## config.mk

```make
export PLATFORM = sky130hd
export DESIGN_NAME = unified_mem_arbiter
export DESIGN_NICKNAME = d
export VERILOG_FILES = /design/src/rtl/arb_defs.sv /design/src/rtl/arb_perf_cnt.sv /design/src/rtl/unified_mem_arbiter.sv
export SDC_FILE = /design/constraint.sdc
export NUM_CORES = 1
export LEC_CHECK = 0
export CAP_MARGIN = 10
export CORE_ASPECT_RATIO = 1.5
export CORE_MARGIN = 3
export CORE_UTILIZATION = 38
export CTS_BUF_LIST = sky130_fd_sc_hd__clkbuf_8
export DETAILED_ROUTE_END_ITERATION = 10
export PLACE_DENSITY = 0.78
export SLEW_MARGIN = 10
export SYNTH_ARGS = -nofsm -noshare
export SYNTH_HDL_FRONTEND = slang
export SYNTH_SLANG_ARGS = --single-unit
```

## constraint.sdc

```tcl
create_clock -name clk -period 1.8 [get_ports clk]
set_input_delay 0.18 -clock clk [delete_from_list [all_inputs] [get_ports clk]]
set_output_delay 0.18 -clock clk [all_outputs]
set_load 0.03 [all_outputs]
```

## src/rtl/arb_defs.sv

```systemverilog
// Shared definitions for the unified memory arbiter: FSM state encoding
// and transaction owner codes.
package arb_defs;

  typedef enum logic [1:0] {
    ST_IDLE = 2'd0,
    ST_BUSY = 2'd1,
    ST_RESP = 2'd2
  } state_t;

  localparam logic OWN_IF = 1'b0;
  localparam logic OWN_D  = 1'b1;

endpackage

```

## src/rtl/arb_perf_cnt.sv

```systemverilog
// Performance counters for the unified memory arbiter: fetch grants, data
// grants and requester stall cycles. All counters wrap modulo 2^32.
module arb_perf_cnt (
  input  logic        clk,
  input  logic        rst,
  input  logic        if_grant,
  input  logic        d_grant,
  input  logic        stall,
  output logic [31:0] perf_if_grants,
  output logic [31:0] perf_d_grants,
  output logic [31:0] perf_stall_cyc
);

  // Count grants and stall cycles; wrap naturally on overflow.
  always_ff @(posedge clk or negedge rst) begin
    if (!rst) begin
      perf_if_grants <= 32'd0;
      perf_d_grants  <= 32'd0;
      perf_stall_cyc <= 32'd0;
    end else begin
      perf_if_grants <= if_grant ? perf_if_grants + 32'd1 : perf_if_grants;
      perf_d_grants  <= d_grant  ? perf_d_grants  + 32'd1 : perf_d_grants;
      perf_stall_cyc <= stall    ? perf_stall_cyc + 32'd1 : perf_stall_cyc;
    end
  end

endmodule

```

## src/rtl/unified_mem_arbiter.sv

```systemverilog
// Unified instruction/data memory arbiter. One single-ported memory is shared
// between fetch and load/store; one transaction runs at a time through
// IDLE -> BUSY -> RESP. Data normally wins, but after MAX_DATA_RUN data grants
// with fetch waiting, fetch is served. A BUSY access that sees no mem_ready for
// TIMEOUT_CYC cycles is abandoned and reported with bus_err.
// Optional macro ARB_PERF_CNT_EN adds grant and stall performance counters.
module unified_mem_arbiter
  import arb_defs::*;
#(
  parameter int ADDR_W       = 32,
  parameter int DATA_W       = 32,
  parameter int MAX_DATA_RUN = 4,
  parameter int TIMEOUT_CYC  = 255
) (
  input  logic              clk,
  input  logic              rst,
  input  logic              if_req,
  input  logic [ADDR_W-1:0] if_addr,
  output logic              if_valid,
  output logic [DATA_W-1:0] if_rdata,
  input  logic              d_req,
  input  logic              d_we,
  input  logic [ADDR_W-1:0] d_addr,
  input  logic [DATA_W-1:0] d_wdata,
  output logic              d_valid,
  output logic [DATA_W-1:0] d_rdata,
  input  logic              halt,
  input  logic              flush,
  output logic              mem_req,
  output logic              mem_we,
  output logic [ADDR_W-1:0] mem_addr,
  output logic [DATA_W-1:0] mem_wdata,
  input  logic              mem_ready,
  input  logic [DATA_W-1:0] mem_rdata,
  output logic              bus_err
`ifdef ARB_PERF_CNT_EN
  ,
  output logic [31:0]       perf_if_grants,
  output logic [31:0]       perf_d_grants,
  output logic [31:0]       perf_stall_cyc
`endif
);

  localparam int RUN_W = $clog2(MAX_DATA_RUN + 1);
  localparam logic [RUN_W-1:0] RUN_MAX  = RUN_W'(MAX_DATA_RUN);
  localparam logic [7:0]       TMO_LAST = 8'(TIMEOUT_CYC - 1);

  state_t           state_r;
  logic             owner_r;
  logic             cancel_r;
  logic [7:0]       tmo_cnt_r;
  logic [RUN_W-1:0] data_run_r;
  logic             grant_if_s;
  logic             grant_d_s;
  logic             run_full_s;
  logic             kill_if_s;

  // Grant decision in IDLE: fetch wins only when eligible and data has had its run.
  always_comb begin
    grant_if_s = 1'b0;
    grant_d_s  = 1'b0;
    run_full_s = (data_run_r == RUN_MAX);
    if (state_r == ST_IDLE) begin
      if (if_req && !halt && (!d_req || run_full_s)) begin
        grant_if_s = 1'b1;
      end else if (d_req) begin
        grant_d_s = 1'b1;
      end else begin
        grant_if_s = 1'b0;
        grant_d_s  = 1'b0;
      end
    end else begin
      grant_if_s = 1'b0;
      grant_d_s  = 1'b0;
    end
  end

  // A fetch response is dropped if flushed earlier or in the completing cycle.
  always_comb begin
    kill_if_s = cancel_r | flush;
  end

  // Consecutive data grants while fetch waits; saturates at MAX_DATA_RUN.
  always_ff @(posedge clk or negedge rst) begin
    if (!rst) begin
      data_run_r <= {RUN_W{1'b0}};
    end else if (state_r == ST_IDLE) begin
      if (grant_if_s || !if_req) begin
        data_run_r <= {RUN_W{1'b0}};
      end else if (grant_d_s && !run_full_s) begin
        data_run_r <= data_run_r + RUN_W'(1);
      end else begin
        data_run_r <= data_run_r;
      end
    end else begin
      data_run_r <= data_run_r;
    end
  end

  // Arbiter FSM with registered memory port, response and error outputs.
  always_ff @(posedge clk or negedge rst) begin
    if (!rst) begin
      state_r   <= ST_IDLE;
      owner_r   <= OWN_IF;
      cancel_r  <= 1'b0;
      tmo_cnt_r <= 8'd0;
      mem_req   <= 1'b0;
      mem_we    <= 1'b0;
      mem_addr  <= {ADDR_W{1'b0}};
      mem_wdata <= {DATA_W{1'b0}};
      if_valid  <= 1'b0;
      if_rdata  <= {DATA_W{1'b0}};
      d_valid   <= 1'b0;
      d_rdata   <= {DATA_W{1'b0}};
      bus_err   <= 1'b0;
    end else begin
      case (state_r)
        ST_IDLE: begin
          if_valid  <= 1'b0;
          d_valid   <= 1'b0;
          bus_err   <= 1'b0;
          cancel_r  <= 1'b0;
          tmo_cnt_r <= 8'd0;
          if (grant_if_s) begin
            owner_r   <= OWN_IF;
            mem_req   <= 1'b1;
            mem_we    <= 1'b0;
            mem_addr  <= if_addr;
            mem_wdata <= {DATA_W{1'b0}};
            state_r   <= ST_BUSY;
          end else if (grant_d_s) begin
            owner_r   <= OWN_D;
            mem_req   <= 1'b1;
            mem_we    <= d_we;
            mem_addr  <= d_addr;
            mem_wdata <= d_wdata;
            state_r   <= ST_BUSY;
          end else begin
            state_r <= ST_IDLE;
          end
        end
        ST_BUSY: begin
          if (flush && owner_r == OWN_IF) cancel_r <= 1'b1;
          if (mem_ready) begin
            mem_req   <= 1'b0;
            tmo_cnt_r <= 8'd0;
            state_r   <= ST_RESP;
            if (owner_r == OWN_IF) begin
              if_rdata <= mem_rdata;
              if_valid <= ~kill_if_s;
            end else begin
              d_rdata <= mem_we ? {DATA_W{1'b0}} : mem_rdata;
              d_valid <= 1'b1;
            end
          end else if (tmo_cnt_r == TMO_LAST) begin
            mem_req   <= 1'b0;
            tmo_cnt_r <= 8'd0;
            bus_err   <= 1'b1;
            state_r   <= ST_RESP;
            if (owner_r == OWN_IF) begin
              if_rdata <= {DATA_W{1'b0}};
              if_valid <= ~kill_if_s;
            end else begin
              d_rdata <= {DATA_W{1'b0}};
              d_valid <= 1'b1;
            end
          end else begin
            tmo_cnt_r <= tmo_cnt_r + 8'd1;
          end
        end
        ST_RESP: begin
          // A flush landing here cannot retract the already registered pulse.
          if (flush && owner_r == OWN_IF) cancel_r <= 1'b1;
          if_valid <= 1'b0;
          d_valid  <= 1'b0;
          bus_err  <= 1'b0;
          state_r  <= ST_IDLE;
        end
        default: begin
          mem_req  <= 1'b0;
          if_valid <= 1'b0;
          d_valid  <= 1'b0;
          bus_err  <= 1'b0;
          state_r  <= ST_IDLE;
        end
      endcase
    end
  end

`ifdef ARB_PERF_CNT_EN
  logic stall_s;

  // A requester is stalled every cycle it asks and is not being answered.
  always_comb begin
    stall_s = (if_req & ~if_valid) | (d_req & ~d_valid);
  end

  arb_perf_cnt u_perf (
    .clk            (clk),
    .rst            (rst),
    .if_grant       (grant_if_s),
    .d_grant        (grant_d_s),
    .stall          (stall_s),
    .perf_if_grants (perf_if_grants),
    .perf_d_grants  (perf_d_grants),
    .perf_stall_cyc (perf_stall_cyc)
  );
`endif

endmodule
```

==> impl_metrics.tcl, run 1 <==
set metrics [dict create \
    cts_tree "yes" \
    nets 902 \
    p_switching_mw 7.48 \
    first_iter_violations 245 \
    ff2ff_path_depth 8 \
    antenna_cells 0 \
    dr_total_vias 5206 \
    clkTransAtPathRegs_ns 0.09 \
    yosys.cell_types.count 37 \
    worst_ep_arrival_time_ns 2.12 \
    path_delay_family "buffers and inverters" \
    die-area_um2 16800 \
    seqCellArea_um2 3700 \
    rsz0062_at_grt "yes" \
    drc 0 \
    ys.flop_type "dfrtp_1" \
    die_h_um 157 \
    slowest_stage "dfrtp_2" \
    syn2layout_area_growth_pct 65.0 \
    r2r_slack_ns 0.04 \
    setup_violations 0 \
    synth_cells 472 \
    clockRootBuffer "clkbuf_8" \
    placed_area_um2 8920 \
    status "complete, no violations" \
    slew_violations 0 \
    max_freq_mhz 567 \
    crit_fanout 16 \
    vdd_drop_max_mv 1.01 \
    via_per_inst 5.38 \
    wl_per_cell_um 19.4 \
    r2r_end "mem_addr[24]" \
    sw_frac_of_total 0.416 \
    place.port_buffers 268 \
    drtPass1Iterations 5 \
    cpPeakStageDelay_ns 0.42 \
    synth_async_sr_flop_share 1.00 \
    p_comb_frac 0.521 \
    p_seq_frac 0.321 \
    grt_use_total 0.213 \
    overflow 0 \
    grt_pass1_wl_um 28200 \
    path_cells "inv_1 -> ha_2 -> a21boi_2 -> nor3b_4 -> buf_4 -> bufbuf_16 -> o22ai_2 -> o21ai_1" \
    setup_slack_ns 0.0363 \
    period_share 0.980 \
    clock_sinks 148 \
    period_needed_ns 1.76 \
    slew_headroom 0.719 \
    synthesis.nets 615 \
    grt_max_degree 51 \
    critPathCaptureType "flop" \
    setup-tns-final_ns 0 \
    powerDensity_nw_per_um2 1880 \
    synth_warnings 0 \
    clkPwrFrac 0.158 \
    nFillCells 1148 \
    tightestPinTransition_ns 0.421 \
    p_int_mw 10.5 \
    criticalPathCategory "flop to flop" \
    avgSynthCellArea_um2 12.3 \
    ant_nets 0 \
    hold_viol 0 \
    drt_wl_total_um 18800 \
    multiInputGateArea_um2 2000 \
    die_w_um 107 \
    syn_area_um2 5800 \
    grt_pass1_vias 5530 \
    crit_required_ns 2.15 \
    dp_hpwl_um 13400 \
    gp_congestion 0.783 \
    clock_path_buffers 2 \
    ioPinCount 269 \
    leakagePower_nw 4.21 \
    core_area_um2 14700 \
    cts_max_level 4 \
    start_util 0.394 \
    hp-class "input pin to async pin" \
    ys_ff_latch 148 \
    std_cell_rows 54 \
    yosysSeqAreaShare 0.638 \
    drive_gt1_frac 0.122 \
    r2r-start "data_run_r[0]" \
    dpl_worst_slack_ns -0.114 \
    fin_area_um2 9570 \
    maxCapViolCount 0 \
    clock_skew_ns 0.0230 \
    clk_latency_ns 0.44 \
    antenna_found_initial 0 \
    start_kind "flop" \
    numCtsBuffers 17 \
    crit_buf_inv 3 \
    synth_edf_count 0 \
]
[cell usage after synthesis (all sizes together), types with 3 or more instances]
library cell  instances  area share
a21o                  4      0.0052
a21oi                 7      0.0067
a22o                 98        0.15
buf                  17       0.019
clkbuf               20       0.013
dfrtp               148        0.64
ha                    7       0.015
inv                   9      0.0058
nand2                47       0.030
nand2b                3      0.0032
nand3                 6      0.0052
nor2                  5      0.0032
o21ai                43       0.037
o22ai                32       0.034
o31ai                 3      0.0039
[stage by stage]
step	utilization	power [mW]	std cells	hold WS (ns)
5_1_grt	0.650	18.8	968	0.259
3_3_place_gp	0.606	14.7	929	0.127
3_5_place_dp	0.606	14.9	929	0.132
6_report	0.650	18.0	968	0.242
4_1_cts	0.640	17.9	964	0.248
2_1_floorplan	-	10.6	472	-0.116
[worst register-to-register path: stages, from the launching register on]
cell and delay [ns]:
dfrtp_2 0.42, inv_1 0.07, ha_2 0.19, a21boi_2 0.09
nor3b_4 0.20, buf_4 0.17, bufbuf_16 0.30, o22ai_2 0.09
o21ai_1 0.16
[final cells by class]
cell class,count,share of cell area
Clock inverter,12,0.0175
Inverter,9,0.00353
Tap cell,196,0.0256
Sequential cell,148,0.387
Multi-Input combinational cell,278,0.209
Clock buffer,20,0.0288
Timing Repair Buffer,305,0.329
[layout by cell type, fill, tap and decap left out, drive strengths merged, types with 3 or more instances in the layout]
| cell type | count |
|---|---|
| nand2b | 3 |
| a21oi | 7 |
| a21o | 4 |
| nand3 | 6 |
| dfrtp | 148 |
| clkinvlp | 3 |
| nor2 | 5 |
| bufinv | 3 |
| clkbuf | 21 |
| inv | 12 |
| a22o | 98 |
| o21ai | 43 |
| ha | 7 |
| buf | 35 |
| nand2 | 47 |
| o31ai | 3 |
| clkdlybuf4s50 | 266 |
| clkinv | 3 |
| o22ai | 32 |
[layer usage]
layer,part of all wire,track usage,wire length [um],vias to the layer above
li1,-,-,-,2337
met1,0.38,0.246,7200,2578
met2,0.51,0.368,9670,259
met3,0.079,0.0652,1480,32
met4,0.023,0.0914,433,0
met5,0,0,0,-
[worst max path at each step]
stage                     cells after the start           from            end
after floorplan                               9  data_run_r[0]  mem_wdata[22]
after detailed placement                      6         if_req   mem_addr[28]
final                                         8  data_run_r[0]   mem_addr[24]
after global routing                          7  data_run_r[1]   mem_addr[18]
after CTS                                     1         mem_we         mem_we
after global placement                        6         if_req   mem_addr[19]
[logic make-up after synthesis]
family / Yosys count / synth area share
flops: 148 / 0.638
buf+inv: 46 / 0.0382
mux: 1 / 0.00172
simple gates: 74 / 0.0586
fa+ha+maj: 7 / 0.0151
compound gates: 194 / 0.245
xor+xnor: 2 / 0.00302
[timing repair]
action                                  4_1_cts  5_1_grt
gates resized for setup                       3       26
hold buffers                                  1        0
pin swaps                                     1        1
cloned                                        1        1
endpoints found under the setup margin       12      109
hold endpoints to repair                     36        0
setup buffers                                 1        3
[state kept, by name (all words and copies together) (netlist names), 2 cells and up]
register    count
d_rdata        32
data_run_r      3
if_rdata       32
mem_addr       32
mem_wdata      32
state_r         2
tmo_cnt_r       8
[power by group through the flow]
stage	registers (mW)	logic, mW	clock network, mW
after floorplan	8.36	2.21	0
final	5.77	9.35	2.84
after global routing	5.92	9.84	3.00
after CTS	5.75	9.24	2.88
after global placement	5.76	8.93	0
after detailed placement	5.78	9.17	0
Note: power is estimated with default switching activity, not from simulation.
==> inputs of run 2 (changes only) <==
--- a/config.mk
+++ b/config.mk
@@ -5,9 +5,9 @@
 export SDC_FILE = /design/constraint.sdc
 export NUM_CORES = 1
 export LEC_CHECK = 0
-export CAP_MARGIN = 10
+export CAP_MARGIN = 0
 export CORE_ASPECT_RATIO = 1.5
-export CORE_MARGIN = 3
+export CORE_MARGIN = 5
 export CORE_UTILIZATION = 38
 export CTS_BUF_LIST = sky130_fd_sc_hd__clkbuf_8
 export DETAILED_ROUTE_END_ITERATION = 10
==> run 2 against run 1 <==
Total power fell by 2.2%; non-clock buffer count down 9; setup slack improved by 0.012 ns; sequential power down 1%; fmax rose by 0.71%; global-route usage is 1.7 points lower; clock skew down 0.0083 ns; critical endpoint is now if_rdata[5].
==> impl_metrics.tcl, run 2 (synthesis gave the netlist of run 1 again) <==
set metrics [dict create \
    r2r_end "if_rdata[5]" \
    grt_use_total 0.196 \
    drive_gt1_frac 0.0894 \
    clk_latency_ns 0.43 \
    die_w_um 111 \
    worst_ep_arrival_time_ns 2.06 \
    clock_sinks 148 \
    r2r_slack_ns 0.05 \
    slowest_stage "or3_1" \
    grt_pass1_vias 5468 \
    clock_path_buffers 2 \
    critPathCaptureType "flop" \
    leakagePower_nw 4.10 \
    first_iter_violations 264 \
    drt_wl_total_um 17900 \
    final_util 0.620 \
    slew_violations 0 \
    rsz0062_at_grt "yes" \
    final_cell_mix "clkdlybuf4s50_1 (266), dfrtp_1 (148), a22o_1 (98), nand2_1 (47), o21ai_0 (37)" \
    overflow 0 \
    clock_skew_ns 0.0147 \
    syn2layout_area_growth_pct 61.0 \
    path_delay_family "simple AND/OR/NAND/NOR gates" \
    ioPinCount 269 \
    cts_tree "yes" \
    cts_max_level 4 \
    dpl_worst_slack_ns 0.00603 \
    start_util 0.385 \
    r2r-start "state_r[1]" \
    hold_viol 0 \
    die_h_um 161 \
    crit_fanout 32 \
    grt_max_degree 79 \
    tightestPinTransition_ns 0.448 \
    criticalPathCategory "flop to flop" \
    wl_per_cell_um 18.6 \
    numCtsBuffers 17 \
    cpPeakStageDelay_ns 0.42 \
    std_cell_rows 55 \
    setup_violations 0 \
    start_kind "flop" \
    crit_buf_inv 3 \
    period_needed_ns 1.75 \
    dr_total_vias 5073 \
    maxCapViolCount 0 \
    hp-class "input pin to async pin" \
    crit_required_ns 2.11 \
    layout_commonest_cell "clkdlybuf4s50_1" \
    period_share 0.973 \
    powerDensity_nw_per_um2 1880 \
    dp_hpwl_um 13200 \
    grt_pass1_wl_um 28300 \
    max_freq_mhz 571 \
    clockRootBuffer "clkbuf_8" \
    nets 893 \
    place.port_buffers 268 \
    drtPass1Iterations 4 \
    path_cells "inv_1 -> ha_2 -> inv_1 -> or3_1 -> buf_12 -> a22o_1" \
    antenna_cells 0 \
    ff2ff_path_depth 6 \
    via_per_inst 5.28 \
    core_area_um2 15100 \
    die-area_um2 17900 \
    finalPower_mw 17.6 \
    gp_congestion 0.834 \
    critPathMostFrequentCell "inv_1" \
    drc 0 \
    status "complete, no violations" \
    setup_slack_ns 0.0487 \
    vdd_drop_max_mv 0.885 \
    ant_nets 0 \
    setup-tns-final_ns 0 \
    antenna_found_initial 0 \
    slew_headroom 0.701 \
    clkTransAtPathRegs_ns 0.09 \
]
==> run 2: cell types whose count changed in the layout (fill, tap and decap cells not counted), sizes merged <==
cell and delta:
buf -7, bufbuf -1, bufinv +1, clkbuf -3
clkinv +2, clkinvlp -1, dlygate4sd2 +1, dlymetal6s2s -1
inv -2
==> run 2: worst max-delay path by stage <==
stage,end,startpoint,slack [ns],depth (start not counted)
final,if_rdata[5],state_r[1],0.05,6
after global routing,tmo_cnt_r[7],state_r[1],-0.02,6
after CTS,mem_wdata[7],data_run_r[0],0.03,7
after detailed placement,mem_wdata[11],d_req,0.006,6
after global placement,mem_wdata[18],if_req,0.05,7
after floorplan,mem_wdata[22],data_run_r[0],0.02,9
==> run 2: what timing repair did <==
action,CTS,global route
hold endpoints to repair,148,0
setup endpoints to repair,3,63
hold buffers,1,0
pin swaps,0,0
resized for setup,2,4
buffers inserted,0,2
==> run 2: final cells by class <==
class                      count  area (um^2)
timing repair buffer         296         3010
inverter                       9         33.8
sequential                   148         3700
fill                        1146         5730
clock buffer                  18          248
multi-input combinational    278         1920
tap                          199          249
clock inverter                12          180
==> run 2: power by group <==
| part | internal, mW | switching (mW) | total, mW |
|---|---|---|---|
| registers | 4.80 | 0.916 | 5.71 |
| clock network | 1.54 | 1.27 | 2.81 |
| logic | 3.97 | 5.08 | 9.05 |
| total | 10.3 | 7.26 | 17.6 |
==> run 2: metrics by stage <==
stage / hold slack, ns / cells / area, um^2
after floorplan: -0.116 / 472 / 5800
after detailed placement: 0.0778 / 927 / 8880
after global routing: 0.204 / 960 / 9340
after global placement: 0.0662 / 927 / 8880
after CTS: 0.193 / 958 / 9320
final: 0.192 / 960 / 9340
==> run 2: routing by layer <==
| metal | GRT usage | part of all wire |
|---|---|---|
| met4 | 0.0734 | 0.022 |
| met1 | 0.218 | 0.38 |
| met2 | 0.336 | 0.50 |
| met3 | 0.0821 | 0.097 |
| met5 | 0 | 0 |
